`config.mk`:
```
export PLATFORM = sky130hd
export DESIGN_NAME = ebus_xfer
export DESIGN_NICKNAME = d
export VERILOG_FILES = /design/src/rtl/ebus_xfer.sv
export SDC_FILE = /design/constraint.sdc
export NUM_CORES = 1
export LEC_CHECK = 0
export CAP_MARGIN = 20
export CELL_PAD_IN_SITES_DETAIL_PLACEMENT = 1
export CELL_PAD_IN_SITES_GLOBAL_PLACEMENT = 2
export CORE_AREA = 10 10 147 149
export CTS_BUF_LIST = sky130_fd_sc_hd__clkbuf_4
export DETAILED_ROUTE_END_ITERATION = 12
export DIE_AREA = 0 0 157 159
export GPL_ROUTABILITY_DRIVEN = 0
export PLACE_DENSITY_LB_ADDON = 0.1
export SLEW_MARGIN = 20
export SYNTH_ARGS = -nofsm -noshare
export SYNTH_HDL_FRONTEND = slang
export SYNTH_SLANG_ARGS = --single-unit
```
`constraint.sdc`:
```
create_clock -name i_clk -period 2.2 [get_ports i_clk]
set_clock_uncertainty 0.2 [all_clocks]
set_input_delay 0.22 -clock i_clk [delete_from_list [all_inputs] [get_ports i_clk]]
set_output_delay 0.22 -clock i_clk [all_outputs]
set_load 0.05 [all_outputs]
```
`src/rtl/ebus_xfer.sv`:
```
// -----------------------------------------------------------------------------
// ebus_xfer
//
// EBOX-side EBUS I/O cycle sequencer (KL10). Accepts one CONO/CONI/DATAO/DATAI
// request, presents controller select and function on the EBUS, raises DEMAND
// after a setup interval, waits for the addressed device's TRANSFER, releases
// the bus and reports completion. Input functions (CONI/DATAI) capture the
// muxed EBUS data word into o_rdata on the edge TRANSFER is seen.
//
// Ports
//   i_clk          system clock, all state changes on posedge
//   i_resetN       synchronous active-low reset
//   i_req          start request, sampled only while idle
//   i_func         0=CONO 1=CONI 2=DATAO 3=DATAI, 4..7 illegal
//   i_dev          target device code
//   i_wdata        output data for CONO/DATAO
//   o_busy         high whenever the sequencer is not idle
//   o_done         one-cycle completion pulse
//   o_timedOut     valid with o_done: TRANSFER handshake failed
//   o_illegal      valid with o_done: function code was 4..7
//   o_rdata        captured input word, held until the next accepted request
//   o_ebusCS       controller select
//   o_ebusFunc     function code to devices
//   o_ebusDemand   EBUS DEMAND
//   o_ebusDrive    this block drives EBUS data (output functions only)
//   o_ebusDataOut  data driven while o_ebusDrive=1
//   i_ebusXfer     TRANSFER from the addressed device
//   i_ebusData     muxed EBUS data (0 when nothing drives it)
// -----------------------------------------------------------------------------
module ebus_xfer #(
  parameter int DATA_W    = 36,
  parameter int DEV_W     = 7,
  parameter int SETUP_CYC = 2,   // 1..15
  parameter int TIMEOUT   = 63   // 1..255
) (
  input  logic              i_clk,
  input  logic              i_resetN,
  input  logic              i_req,
  input  logic [2:0]        i_func,
  input  logic [DEV_W-1:0]  i_dev,
  input  logic [DATA_W-1:0] i_wdata,
  output logic              o_busy,
  output logic              o_done,
  output logic              o_timedOut,
  output logic              o_illegal,
  output logic [DATA_W-1:0] o_rdata,
  output logic [DEV_W-1:0]  o_ebusCS,
  output logic [2:0]        o_ebusFunc,
  output logic              o_ebusDemand,
  output logic              o_ebusDrive,
  output logic [DATA_W-1:0] o_ebusDataOut,
  input  logic              i_ebusXfer,
  input  logic [DATA_W-1:0] i_ebusData
);

  // SETUP is left when the counter equals SETUP_CYC, so DEMAND rises
  // SETUP_CYC+1 clocks after the edge that accepted the request.
  localparam logic [3:0] SETUP_LAST = 4'(SETUP_CYC);
  // The timeout counter starts at 0 on state entry; hitting TIMEOUT-1 on an
  // edge means TIMEOUT cycles have been spent waiting.
  localparam logic [7:0] TMO_LAST   = 8'(TIMEOUT - 1);

  typedef enum logic [2:0] {
    S_IDLE    = 3'd0,
    S_SETUP   = 3'd1,
    S_DEMAND  = 3'd2,
    S_RELEASE = 3'd3,
    S_FIN     = 3'd4
  } state_t;

  state_t              r_state;
  logic [3:0]          r_setup_cnt;
  logic [7:0]          r_tmo_cnt;
  logic                r_is_input;    // latched func is CONI/DATAI
  logic                r_timed_flag;  // handshake failure seen this cycle
  logic                r_illegal_flag;

  logic                r_busy;
  logic                r_done;
  logic                r_timed_out;
  logic                r_illegal;
  logic [DATA_W-1:0]   r_rdata;
  logic [DEV_W-1:0]    r_ebus_cs;
  logic [2:0]          r_ebus_func;
  logic                r_ebus_demand;
  logic                r_ebus_drive;
  logic [DATA_W-1:0]   r_ebus_data_out;

  // Legal functions have bit 2 clear; bit 0 set marks an input function.
  logic w_func_legal;
  logic w_func_input;

  assign w_func_legal = ~i_func[2];
  assign w_func_input = i_func[0];

  always_ff @(posedge i_clk) begin
    if (!i_resetN) begin
      r_state         <= S_IDLE;
      r_setup_cnt     <= '0;
      r_tmo_cnt       <= '0;
      r_is_input      <= 1'b0;
      r_timed_flag    <= 1'b0;
      r_illegal_flag  <= 1'b0;
      r_busy          <= 1'b0;
      r_done          <= 1'b0;
      r_timed_out     <= 1'b0;
      r_illegal       <= 1'b0;
      r_rdata         <= '0;
      r_ebus_cs       <= '0;
      r_ebus_func     <= '0;
      r_ebus_demand   <= 1'b0;
      r_ebus_drive    <= 1'b0;
      r_ebus_data_out <= '0;
    end else begin
      // Completion status is only meaningful alongside the done pulse.
      r_done      <= 1'b0;
      r_timed_out <= 1'b0;
      r_illegal   <= 1'b0;

      case (r_state)
        S_IDLE: begin
          if (i_req) begin
            r_busy         <= 1'b1;
            r_timed_flag   <= 1'b0;
            if (w_func_legal) begin
              // Select, function and output data are latched straight into
              // the bus output registers and held until the cycle finishes.
              r_is_input      <= w_func_input;
              r_ebus_cs       <= i_dev;
              r_ebus_func     <= i_func;
              r_ebus_drive    <= ~w_func_input;
              r_ebus_data_out <= w_func_input ? '0 : i_wdata;
              r_rdata         <= '0;
              r_setup_cnt     <= '0;
              r_tmo_cnt       <= '0;
              r_illegal_flag  <= 1'b0;
              r_state         <= S_SETUP;
            end else begin
              // Illegal code: report it without touching any EBUS signal.
              r_illegal_flag  <= 1'b1;
              r_state         <= S_FIN;
            end
          end
        end

        S_SETUP: begin
          // TRANSFER is deliberately not looked at here, so a stale TRANSFER
          // from a previous device cannot short-circuit the handshake.
          if (r_setup_cnt == SETUP_LAST) begin
            r_ebus_demand <= 1'b1;
            r_tmo_cnt     <= '0;
            r_state       <= S_DEMAND;
          end else if (r_setup_cnt != 4'hF) begin
            r_setup_cnt <= r_setup_cnt + 4'd1;
          end
        end

        S_DEMAND: begin
          if (i_ebusXfer) begin
            if (r_is_input) begin
              r_rdata <= i_ebusData;
            end
            r_ebus_demand <= 1'b0;
            r_tmo_cnt     <= '0;
            r_state       <= S_RELEASE;
          end else if (r_tmo_cnt == TMO_LAST) begin
            // No device answered; rdata stays at the cleared value.
            r_ebus_demand <= 1'b0;
            r_tmo_cnt     <= '0;
            r_timed_flag  <= 1'b1;
            r_state       <= S_RELEASE;
          end else if (r_tmo_cnt != 8'hFF) begin
            r_tmo_cnt <= r_tmo_cnt + 8'd1;
          end
        end

        S_RELEASE: begin
          // Select, function and drive stay up until the device lets go.
          if (!i_ebusXfer) begin
            r_state <= S_FIN;
          end else if (r_tmo_cnt == TMO_LAST) begin
            r_timed_flag <= 1'b1;
            r_state      <= S_FIN;
          end else if (r_tmo_cnt != 8'hFF) begin
            r_tmo_cnt <= r_tmo_cnt + 8'd1;
          end
        end

        S_FIN: begin
          // Done rises on the same edge the bus is released and we go idle,
          // so a request held high is taken on the following edge.
          r_done          <= 1'b1;
          r_timed_out     <= r_timed_flag;
          r_illegal       <= r_illegal_flag;
          r_ebus_cs       <= '0;
          r_ebus_func     <= '0;
          r_ebus_drive    <= 1'b0;
          r_ebus_data_out <= '0;
          r_ebus_demand   <= 1'b0;
          r_busy          <= 1'b0;
          r_timed_flag    <= 1'b0;
          r_illegal_flag  <= 1'b0;
          r_state         <= S_IDLE;
        end

        default: begin
          r_ebus_cs       <= '0;
          r_ebus_func     <= '0;
          r_ebus_drive    <= 1'b0;
          r_ebus_data_out <= '0;
          r_ebus_demand   <= 1'b0;
          r_busy          <= 1'b0;
          r_state         <= S_IDLE;
        end
      endcase
    end
  end

  assign o_busy        = r_busy;
  assign o_done        = r_done;
  assign o_timedOut    = r_timed_out;
  assign o_illegal     = r_illegal;
  assign o_rdata       = r_rdata;
  assign o_ebusCS      = r_ebus_cs;
  assign o_ebusFunc    = r_ebus_func;
  assign o_ebusDemand  = r_ebus_demand;
  assign o_ebusDrive   = r_ebus_drive;
  assign o_ebusDataOut = r_ebus_data_out;

endmodule

```
==> metrics.md <==
| Metric | Value |
|---|---|
| Outcome | `finished, violations left` |
| Violated checks | `setup timing` |
| Post-synth EDFFs | `0` |
| Boundary pin count | `about 170` |
| Setup Viol. Count Final | `2` |
| First-pass GRT wire length | `24,200 µm` |
| Mapped Area | `approximately 4100 µm²` |
| Hold wc startpoint | `i_ebusData[26]` |
| GRT Overall Usage | `between 10% and 20%` |
| Buffers on Ports | `approximately 170` |
| Most frequent cells in the layout | `clkdlybuf4s50_1, dfxtp_1, a22oi_1` |
| H-tree depth | `3` |
| Maximum clock frequency | `around 450 MHz` |
| Setup slack after placement | `approximately 0.035 ns` |
| Peak VDD IR | `around 0.00024 V` |
| Max-Cap Viols | `0` |
| Post-synthesis cell count | `427` |
| R2r startpoint | `r_tmo_cnt[0]` |
| Worst-margin pin slew | `0.577 ns` |
| Tcrit/Tclk final | `101%` |
| Post-synth top flop | `dfxtp_1` |
| CTS tree | `built` |
| Metal3 WL | `between 1000 and 1500 µm` |
| DR pass1 iterations | `5` |
| DRT iter0 DRCs | `around 170` |
| Final-report max-slew violation count | `0` |
| Critical path type | `flip-flop to flip-flop` |
| Initial antenna violation count | `2` |
| DR WL met2 | `slightly above 7000 µm` |
| Hold EP | `o_rdata[26]` |
| Bufs on Longest Clock Path | `2` |
| Number of global-route vias before repair | `4,188` |
| RSZ-0062 raised after global routing | `true` |
| Slew HR | `61.5%` |
| Final antenna-violating net count | `0` |
| Hold Crit Class | `input port to flip-flop` |
| Critical Path Source Type | `flip-flop` |
| Via count | `between 3,000 and 4,000` |
| Crit path arrival time | `around 2.4 ns` |
| CP endpoint kind | `flip-flop` |
| Hold Path Depth | `3` |
| Post-DP HPWL | `approximately 11,000 µm` |
| R2r setup slk | `-0.02 ns` |
| Core area | `about 19,000 µm²` |
| Reg-to-Reg End | `r_tmo_cnt[0]` |
| Die area | `approximately 25,000 µm²` |
| Worst setup path startpoint | `r_tmo_cnt[0]` |
| Yosys synthesis warning count | `0` |
| Row cnt | `50` |
| Register area share after synthesis | `about half` |
| Layout cell share with drive strength beyond 1 | `10.3%` |
| Number of remaining DRC errors | `0` |
| Syn avg cell area | `9.53 µm²` |
| Clock buffer count from CTS | `9` |
| DR top layer | `met4` |
| Yosys top cell area share | `between 50% and 60%` |
| Worst R2R Path Depth | `7` |
| Sink Count | `105` |
| Final WL | `~16,000 µm` |
| Fin. Hold Viols | `0` |
| GR Overflow Total | `0` |
| Min Tclk post-route | `roughly 2.2 ns` |
| Worst-Skew Late Latency | `approximately 0.46 ns` |
| Net Count, Synth | `just over 500` |
| Height of the chip | `~160 µm` |
| Most common cell after layout, fill and taps aside | `clkdlybuf4s50_1` |
| Vias per cell | `about 4.6` |
| Die extent in x | `between 150 and 200 µm` |
| Largest area contributor in the netlist | `dfxtp_1` |
| CP required | `between 2 and 2.5 ns` |
| Number of distinct library cells after synthesis | `51` |
| Yosys reg bits | `between 100 and 150` |
| # nets final | `between 600 and 700` |
| Static Leak | `between 0.002 and 0.0025 µW` |
| Clock slew at reported path FFs | `0.17 ns` |
| Post-synth ARST share | `0%` |
| Initial Util | `about 22%` |
| Pwr Total | `~4100 µW` |
| Peak fanout along the critical path | `6` |
| M1 WL | `about 6700 µm` |
| PwrDens | `between 600 and 700 nW/µm²` |
| Root Buffer | `clkbuf_4` |
| Setup ws final | `-0.0187 ns` |
| Wirelength per Cell | `18.3 µm` |
| Area grow syn2layout | `56.7%` |
| Largest cells by area after synthesis | `dfxtp_1, a22oi_1, nor2_1` |
| Pin count of the biggest net entering global routing | `between 40 and 50` |
Yosys cell counts, drive strengths merged (2+ instances only):
cell type and instances:
nor2 66, clkbuf 13, ha 4, a22oi 80, and2 4, o211a 3
nand2b 2, a211oi 2, a31oi 3, a21oi 13, nand2 22, xor2 2
nor2b 32, inv 5, o211ai 2, nand3 5, nand4 5, o21ai 5
and3 4, o22ai 3, nor3 3, or3b 2, nor3b 4, dfxtp 105
buf 18
final cells by class:
class	count	area (µm²)
Antenna cell	1	2.50
Clock buffer	9	67.6
Clock inverter	6	33.8
Fill cell	2090	12200
Inverter	6	22.5
Multi-Input combinational cell	285	1850
Sequential cell	105	2110
Tap cell	234	293
Timing Repair Buffer	200	1990
power by group:
group          internal, µW  leakage (µW)  total (µW)  switching (µW)
Clock                   220     0.0000570         890             670
Combinational           500       0.00138        1160             656
Sequential             1980      0.000851        2040            63.7
how the worst max path moves through the flow:
| stage | endpoint | slack (ns) | cells past startpoint |
|---|---|---|---|
| finish | r_tmo_cnt[0] | -0.02 | 7 |
| floorplan | r_tmo_cnt[1] | 0.08 | 7 |
| CTS | r_tmo_cnt[1] | 0.01 | 7 |
| global placement | r_state[2] | 0.07 | 6 |
| detailed placement | r_tmo_cnt[1] | 0.04 | 7 |
| global route | r_tmo_cnt[7] | -0.06 | 8 |
sequential cells by signal, summed over array words and instances, names as in the netlist:
name and cells:
o_busy 1, o_done 1, o_ebusCS 7, o_ebusDataOut 36, o_ebusDemand 1, o_ebusDrive 1
o_ebusFunc 2, o_illegal 1, o_rdata 36, o_timedOut 1, r_illegal_flag 1, r_is_input 1
r_setup_cnt 4, r_state 3, r_timed_flag 1, r_tmo_cnt 8
metal layers:
metal	up-vias	GRT usage (%)
li1	1893	-
met1	1897	14.1
met2	112	19.7
met3	11	5.23
met4	0	3.86
met5	-	0
worst max-delay path, stage by stage, from the launching register on:
cell and delay (ns):
dfxtp_2 0.36, inv_2 0.06, ha_4 0.10, or3b_4 0.36, or2_4 0.28, o311a_4 0.40
and3_4 0.17, o211a_1 0.20
cell families (layout without fill, tap and decap cells):
kind of cell / after synthesis / count (layout) / synth area share, %
simple gates: 155 / 155 / 19.3
fa+ha+maj: 4 / 4 / 1.23
buf+inv: 37 / 221 / 4.28
xor+xnor: 3 / 3 / 0.646
flops: 105 / 105 / 51.7
other cells: 1 / 2 / 0.0922
mux: 1 / 1 / 0.246
compound gates: 121 / 121 / 22.6
metrics by stage:
step / instances / util (%) / hold slack [ns] / TNS (ns) / cell area (µm²)
after CTS: 843 / 33.9 / 0.120 / 0 / 6300
after global placement: 828 / 33.4 / 0.243 / 0 / 6200
after floorplan: 427 / - / 0.161 / 0 / 4070
after global routing: 846 / 34.3 / 0.146 / -0.235 / 6370
after detailed placement: 828 / 33.4 / 0.254 / 0 / 6200
final: 846 / 34.3 / 0.167 / -0.0247 / 6370
timing repair:
item                       CTS  global route
setup endpoints to repair    0            24
gates resized for setup      0            15
hold buffers                 0             0
setup buffers                0             2
No activity file was read; power rests on OpenSTA's default activity.
